`config.mk`:
```
export PLATFORM = sky130hd
export DESIGN_NAME = reorder_buffer
export DESIGN_NICKNAME = d
export VERILOG_FILES = /design/src/rtl/types_pkg.sv /design/src/rtl/reorder_buffer.sv
export SDC_FILE = /design/constraint.sdc
export NUM_CORES = 2
export LEC_CHECK = 0
export BUFFER_PORTS_ARGS = -buffer_cell sky130_fd_sc_hd__buf_2
export CAP_MARGIN = 20
export CORE_MARGIN = 2
export CORE_UTILIZATION = 50
export DETAILED_ROUTE_END_ITERATION = 16
export PLACE_DENSITY_LB_ADDON = 0.1
export SLEW_MARGIN = 20
export SYNTH_ARGS = -nofsm -noshare
export SYNTH_HDL_FRONTEND = slang
export SYNTH_SLANG_ARGS = --single-unit
```
`constraint.sdc`:
```
create_clock -name clk -period 8 [get_ports clk]
set_input_delay 0.4 -clock clk [delete_from_list [all_inputs] [get_ports clk]]
set_output_delay 0.4 -clock clk [all_outputs]
set_load 0.01 [all_outputs]
```
`src/rtl/types_pkg.sv`:
```
// Shared types for the out-of-order core.
// Contents:
//   ROB_PREG_W_MAX - widest physical register tag a ROB entry can hold
//   rob_entry_t    - one reorder buffer entry (payload plus valid/complete flags)
//   rob_state_e    - reorder buffer control state
//   rob_age()      - distance of a tag from the head; smaller is older.
//                    Reservation stations use it to pick the oldest ready op.
package types_pkg;

  // Entries hold physical tags up to this width. Narrower PREG_W values
  // use the low bits and leave the upper bits at zero.
  localparam int ROB_PREG_W_MAX = 16;

  typedef struct packed {
    logic [4:0]                rd;
    logic [ROB_PREG_W_MAX-1:0] pd_new;
    logic [ROB_PREG_W_MAX-1:0] pd_old;
    logic [31:0]               pc;
    logic                      complete;
    logic                      valid;
  } rob_entry_t;

  typedef enum logic [0:0] {
    IDLE     = 1'b0,
    ROLLBACK = 1'b1
  } rob_state_e;

  // Age of tag relative to head in a ring of 'depth' entries. depth must be
  // a power of two, so masking with depth-1 is a modulo.
  function automatic int unsigned rob_age(input int unsigned tag,
                                          input int unsigned head,
                                          input int unsigned depth);
    return (tag - head) & (depth - 32'd1);
  endfunction

endpackage

```
`src/rtl/reorder_buffer.sv`:
```
// Reorder buffer. It allocates entries in program order, accepts
// out-of-order completions, and retires completed entries from the head in
// order. On a mispredict it walks back from the tail toward the mispredicted
// branch. Each squashed entry is emitted so rename can restore its map and
// free its register.
// Ports:
//   clk, reset_n                       clock, async active-low reset
//   alloc_valid/alloc_ready, alloc_*   dispatch handshake and payload
//   alloc_tag                          index the next accepted entry gets
//   cpl_valid/cpl_tag                  NUM_CPL completion ports
//   mispredict_valid/mispredict_tag    branch whose younger entries are squashed
//   commit_valid/commit_ready, commit_* head retire handshake and payload
//   rollback_valid, rollback_*         entry squashed this cycle
//   full, empty, count                 occupancy
module reorder_buffer
  import types_pkg::*;
#(
  parameter int DEPTH   = 16,
  parameter int NUM_CPL = 2,
  parameter int PREG_W  = 8,
  localparam int TAG_W  = $clog2(DEPTH)
) (
  input  logic                     clk,
  input  logic                     reset_n,
  input  logic                     alloc_valid,
  output logic                     alloc_ready,
  input  logic [4:0]               alloc_rd,
  input  logic [PREG_W-1:0]        alloc_pd_new,
  input  logic [PREG_W-1:0]        alloc_pd_old,
  input  logic [31:0]              alloc_pc,
  output logic [TAG_W-1:0]         alloc_tag,
  input  logic [NUM_CPL-1:0]       cpl_valid,
  input  logic [NUM_CPL*TAG_W-1:0] cpl_tag,
  input  logic                     mispredict_valid,
  input  logic [TAG_W-1:0]         mispredict_tag,
  output logic                     commit_valid,
  input  logic                     commit_ready,
  output logic [4:0]               commit_rd,
  output logic [PREG_W-1:0]        commit_pd_new,
  output logic [PREG_W-1:0]        commit_pd_old,
  output logic [31:0]              commit_pc,
  output logic                     rollback_valid,
  output logic [4:0]               rollback_rd,
  output logic [PREG_W-1:0]        rollback_pd_new,
  output logic [PREG_W-1:0]        rollback_pd_old,
  output logic                     full,
  output logic                     empty,
  output logic [TAG_W:0]           count
);

  localparam logic [TAG_W-1:0] IDX_ONE = TAG_W'(1);
  localparam logic [TAG_W:0]   PTR_ONE = (TAG_W+1)'(1);

  rob_entry_t        r_entries [DEPTH];
  logic [TAG_W:0]    r_head;
  logic [TAG_W:0]    r_tail;
  rob_state_e        r_state;
  rob_state_e        w_state_nxt;
  logic [TAG_W-1:0]  r_target;
  logic [TAG_W-1:0]  w_target_nxt;

  logic [TAG_W-1:0]  w_head_idx;
  logic [TAG_W-1:0]  w_tail_idx;
  logic [TAG_W-1:0]  w_last_idx;
  logic              w_full;
  logic              w_empty;
  logic              w_alloc_fire;
  logic              w_commit_valid;
  logic              w_commit_fire;
  logic              w_rollback_fire;
  logic              w_mp_hit;
  logic [31:0]       w_age_mp;
  logic [31:0]       w_age_tgt;
  logic [TAG_W-1:0]  w_cpl_idx [NUM_CPL];
  rob_entry_t        w_alloc_e;

  // Pointer decode, occupancy flags and handshakes.
  always_comb begin
    w_head_idx     = r_head[TAG_W-1:0];
    w_tail_idx     = r_tail[TAG_W-1:0];
    w_last_idx     = w_tail_idx - IDX_ONE;
    w_full         = (w_head_idx == w_tail_idx) && (r_head[TAG_W] != r_tail[TAG_W]);
    w_empty        = (r_head == r_tail);
    w_alloc_fire   = alloc_valid && !w_full && (r_state == IDLE);
    w_commit_valid = (r_state == IDLE) && r_entries[w_head_idx].valid
                     && r_entries[w_head_idx].complete;
    w_commit_fire  = w_commit_valid && commit_ready;
    w_mp_hit       = mispredict_valid && r_entries[mispredict_tag].valid;
    w_age_mp       = rob_age(32'(mispredict_tag), 32'(w_head_idx), 32'(DEPTH));
    w_age_tgt      = rob_age(32'(r_target), 32'(w_head_idx), 32'(DEPTH));
    for (int p = 0; p < NUM_CPL; p++) begin
      w_cpl_idx[p] = cpl_tag[p*TAG_W +: TAG_W];
    end
  end

  // Build the entry written at the tail. Payload bits above PREG_W stay zero.
  always_comb begin
    w_alloc_e                    = '0;
    w_alloc_e.rd                 = alloc_rd;
    w_alloc_e.pd_new[PREG_W-1:0] = alloc_pd_new;
    w_alloc_e.pd_old[PREG_W-1:0] = alloc_pd_old;
    w_alloc_e.pc                 = alloc_pc;
    w_alloc_e.valid              = 1'b1;
    w_alloc_e.complete           = 1'b0;
  end

  // Next-state logic for the IDLE/ROLLBACK walk and its target tag.
  always_comb begin
    w_state_nxt     = r_state;
    w_target_nxt    = r_target;
    w_rollback_fire = 1'b0;
    case (r_state)
      IDLE: begin
        if (w_mp_hit) begin
          w_state_nxt  = ROLLBACK;
          w_target_nxt = mispredict_tag;
        end else begin
          w_state_nxt  = IDLE;
        end
      end
      ROLLBACK: begin
        // The walk stops once the branch itself is the youngest entry.
        w_rollback_fire = (w_last_idx != r_target);
        if (w_mp_hit && (w_age_mp < w_age_tgt)) begin
          // An older branch mispredicted, so keep walking toward it.
          w_state_nxt  = ROLLBACK;
          w_target_nxt = mispredict_tag;
        end else if (!w_rollback_fire) begin
          w_state_nxt  = IDLE;
        end else begin
          w_state_nxt  = ROLLBACK;
        end
      end
      default: begin
        w_state_nxt     = IDLE;
        w_target_nxt    = r_target;
        w_rollback_fire = 1'b0;
      end
    endcase
  end

  // Entry storage: allocate, mark complete, clear on commit or squash.
  always_ff @(posedge clk or negedge reset_n) begin
    if (!reset_n) begin
      for (int i = 0; i < DEPTH; i++) begin
        r_entries[i] <= '0;
      end
    end else begin
      if (w_alloc_fire) begin
        r_entries[w_tail_idx] <= w_alloc_e;
      end
      // A completion to an empty slot is stale and dropped.
      for (int p = 0; p < NUM_CPL; p++) begin
        if (cpl_valid[p] && r_entries[w_cpl_idx[p]].valid) begin
          r_entries[w_cpl_idx[p]].complete <= 1'b1;
        end
      end
      // The clears come last so that they win over a completion to the same entry.
      if (w_commit_fire) begin
        r_entries[w_head_idx] <= '0;
      end
      if (w_rollback_fire) begin
        r_entries[w_last_idx] <= '0;
      end
    end
  end

  // Head/tail pointers, control state and rollback target.
  always_ff @(posedge clk or negedge reset_n) begin
    if (!reset_n) begin
      r_head   <= '0;
      r_tail   <= '0;
      r_state  <= IDLE;
      r_target <= '0;
    end else begin
      r_state  <= w_state_nxt;
      r_target <= w_target_nxt;
      if (w_commit_fire) begin
        r_head <= r_head + PTR_ONE;
      end
      // Allocation is blocked in ROLLBACK, so at most one of these fires.
      if (w_alloc_fire) begin
        r_tail <= r_tail + PTR_ONE;
      end else if (w_rollback_fire) begin
        r_tail <= r_tail - PTR_ONE;
      end
    end
  end

  // Output drive. Payloads read as zero when their valid is low.
  always_comb begin
    alloc_ready     = !w_full && (r_state == IDLE);
    alloc_tag       = w_tail_idx;
    full            = w_full;
    empty           = w_empty;
    count           = r_tail - r_head;
    commit_valid    = w_commit_valid;
    rollback_valid  = w_rollback_fire;
    commit_rd       = 5'd0;
    commit_pd_new   = {PREG_W{1'b0}};
    commit_pd_old   = {PREG_W{1'b0}};
    commit_pc       = 32'd0;
    rollback_rd     = 5'd0;
    rollback_pd_new = {PREG_W{1'b0}};
    rollback_pd_old = {PREG_W{1'b0}};
    if (w_commit_valid) begin
      commit_rd     = r_entries[w_head_idx].rd;
      commit_pd_new = r_entries[w_head_idx].pd_new[PREG_W-1:0];
      commit_pd_old = r_entries[w_head_idx].pd_old[PREG_W-1:0];
      commit_pc     = r_entries[w_head_idx].pc;
    end else begin
      commit_rd     = 5'd0;
    end
    if (w_rollback_fire) begin
      rollback_rd     = r_entries[w_last_idx].rd;
      rollback_pd_new = r_entries[w_last_idx].pd_new[PREG_W-1:0];
      rollback_pd_old = r_entries[w_last_idx].pd_old[PREG_W-1:0];
    end else begin
      rollback_rd     = 5'd0;
    end
  end

endmodule

```
==> out/qor.txt <==
outcome - finished, final reports clean
CP Capture Point - commit_pc[25]
clock latency on the worst-skew pair - 680 ps
data arrival time at the worst-slack endpoint - 5020 ps
Initial DRC Count - 3160
area inside the core boundary - 93190 µm²
Layout area overhead - 11.18%
placed instance area - 48650 µm²
highest-count cells in the layout ignoring fill and taps - dfrtp_1 (891), mux2i_1 (834), nor2_1 (823), mux4_2 (353), nand2_1 (171)
DR pass1 iterations - 5
cell type contributing the most total cell area after synthesis - dfrtp_1
Met2 Wirelength - 67230 µm
library cells used by synthesis - 50
data required time at the worst endpoint - 7600 ps
total of flip-flops plus latches after synthesis - 895
Power Density - 384.0 nW/µm²
width of the chip - 310.2 µm
count of buffers from port buffering - 159
Total Die Area - 96240 µm²
skew final - 26.67 ps
H-tree levels - 3
fraction of post-synthesis cell area in the top cell type by area - 47.77%
initial antenna violation count - 8
Post-layout nets - 3934
ranking of synthesized cells by area - dfrtp_1 (48%), mux2i_1 (18%), mux4_2 (17%)
Setup Crit Path Kind - reg -> out
Synth Net Count - 3962
number of max-slew violations in the final report - 0
endpoint of the lowest-slack register-to-register path - r_entries[175]
slack of the worst reg-to-reg path - 3010 ps
Hold WC Path Type - in -> reg
reg-to-reg critical path startpoint - r_head[1]
cells along the critical path - buf_4, buf_4, mux4_2, mux4_2, nor2b_1, buf_2
final count of negative-setup-slack endpoints - 0
total of max-cap violations - 0
proportion of synthesized chip area in sequential cells - 47.77%
total number of clock tree sinks - 895
Max Buffers Root-to-Sink - 3
count of endpoints failing hold in the final timing report - 0
relative slew slack - 23.17%
total power consumption of the routed design - 20.02 mW
weighted congestion at the end of routability-driven global placement - 0.8133
most common library cell in the layout ignoring fill and taps - dfrtp_1
Placement Rows - 112
fraction of final layout cells sized beyond drive strength 1 - 20.42%
startpoint type of the worst setup path - flip-flop
longest individual stage delay on the worst path - 1060 ps
residual overflow from global routing - 0
total number of vias - 32.05k
Critical path origin - r_head[1]
Clock transition at path regs - 60 ps
Final HPWL DP - 79290 µm
number of setup buffers added after CTS - 0
I/O pin count - 160
Cells after Synth - 3859
wire length per cell after detailed routing - 27.88 µm
setup repair after global routing missed its margin - no
Setup TNS - 0 ps
Vias/cell - 6.202
Die Y - 310.2 µm
maximum fanout encountered on the critical timing path - 57
area of all placed cells without fillers - 52130 µm²
GRT Overall Usage - 30.58%
ANT nets after route - 0
root buffer cell - clkbuf_16
top metal layer carrying routed signals - met5
minimum hold slack - 33.29 ps
Total Routed Length - 144100 µm
total of warnings raised by yosys - 0
period utilisation layout - 67.78%
Tightest Pin Transition - 1152 ps
clock buffers created by TritonCTS - 100
starting density of the core - 50.31%
slowest stage cell on the critical path - dfrtp_4
highest attainable clock frequency - 0.1844 GHz
first-pass GRT wire length - 218000 µm
# fillers - 7840
routed length on met3 - 10670 µm
static leakage - 29.23 nW
CTS hold repair buffers - 1
CTS tree - built
clock period minus worst slack - 5422 ps
# resized after CTS - 0
post-place setup slack - 3073 ps
sort of element at the end of the critical path - primary output
detailed-route DRC error count - 0
maximum resistive drop on vdd - 319.3 µV
wire length on met1 - 62870 µm
Post-Syn Area per Cell - 12.15 µm²
Mapped Area - 46890 µm²
vias in the first global route - 32.16k
worst reg2reg path depth - 9
final setup margin - 2578 ps
largest net degree at the start of global routing - 169
[final cells by class]
type                            instances  area (µm²)  share of cell area, %
Inverter                               37       141.4                 0.2712
Clock inverter                         39       505.5                 0.9697
Timing Repair Buffer                  222        1331                  2.554
Multi-Input combinational cell       2575       23210                  44.53
Antenna cell                            1       2.502               0.004801
Clock buffer                          145        2955                  5.669
Tap cell                             1254        1569                  3.010
Sequential cell                       895       22410                  42.99
[critical path: cells and delay by family (launching register included)]
family	cells	cell delay, ps
buf+inv	3	1850
mux	2	1190
flops	1	1060
simple gates	1	170
[worst min-delay path by stage]
stage | cells past startpoint | endpoint | slack [ps] | start
after detailed placement | 1 | r_entries[427] | 430 | reset_n
after CTS | 2 | r_target[3] | 2 | mispredict_tag[3]
after global routing | 2 | r_target[3] | 20 | mispredict_tag[3]
after floorplan | 0 | r_entries[0] | 100 | reset_n
final | 2 | r_target[3] | 30 | mispredict_tag[3]
after global placement | 1 | r_entries[497] | 430 | reset_n
[stage by stage]
stage	util (%)	std cells
finish	55.94	5168
global placement	52.21	4982
CTS	55.93	5167
global route	55.94	5168
floorplan	-	3859
detailed placement	52.21	4982
[registers in the layout (all words and copies together), names as in the netlist]
name	cells
r_entries	880
r_state	1
r_head	5
r_tail	5
r_target	4
[power by group]
part	switching, mW	internal, mW
Sequential	1.19	6.12
Combinational	4.33	3.51
Clock	1.95	2.91
[synthesized netlist by cell type (all sizes together)]
cell / number
and4: 1
a221oi: 1
or4: 1
xnor2: 18
mux4: 353
and2b: 1
nor2: 823
a21oi: 83
dfrtp: 895
nand3b: 2
a32o: 3
xor2: 8
a21o: 6
nor3: 6
ha: 27
nor2b: 59
nand3: 38
mux2i: 834
a21boi: 1
a211oi: 24
inv: 37
mux2: 12
o21ai: 26
nand2b: 5
or2: 3
a32oi: 5
nor4: 3
a22oi: 10
clkbuf: 168
o22ai: 9
nand2: 171
or3: 2
buf: 184
or3b: 1
and3b: 1
nor3b: 4
and3: 24
fa: 4
and2: 4
a311oi: 2
[layer usage]
metal | vias up | global-route usage [%]
met5 | - | 0
met4 | 8 | 7.920
met3 | 209 | 5.762
met2 | 1207 | 47.55
met1 | 17010 | 44.53
li1 | 13610 | -
[kinds of logic after synthesis]
family	count (synthesis)	synth area share, %
compound gates	170	2.210
xor+xnor	26	0.4857
fa+ha+maj	31	0.8913
buf+inv	389	3.645
flops	895	47.77
mux	1199	35.06
simple gates	1149	9.946
(Power assumes the default switching activity.)
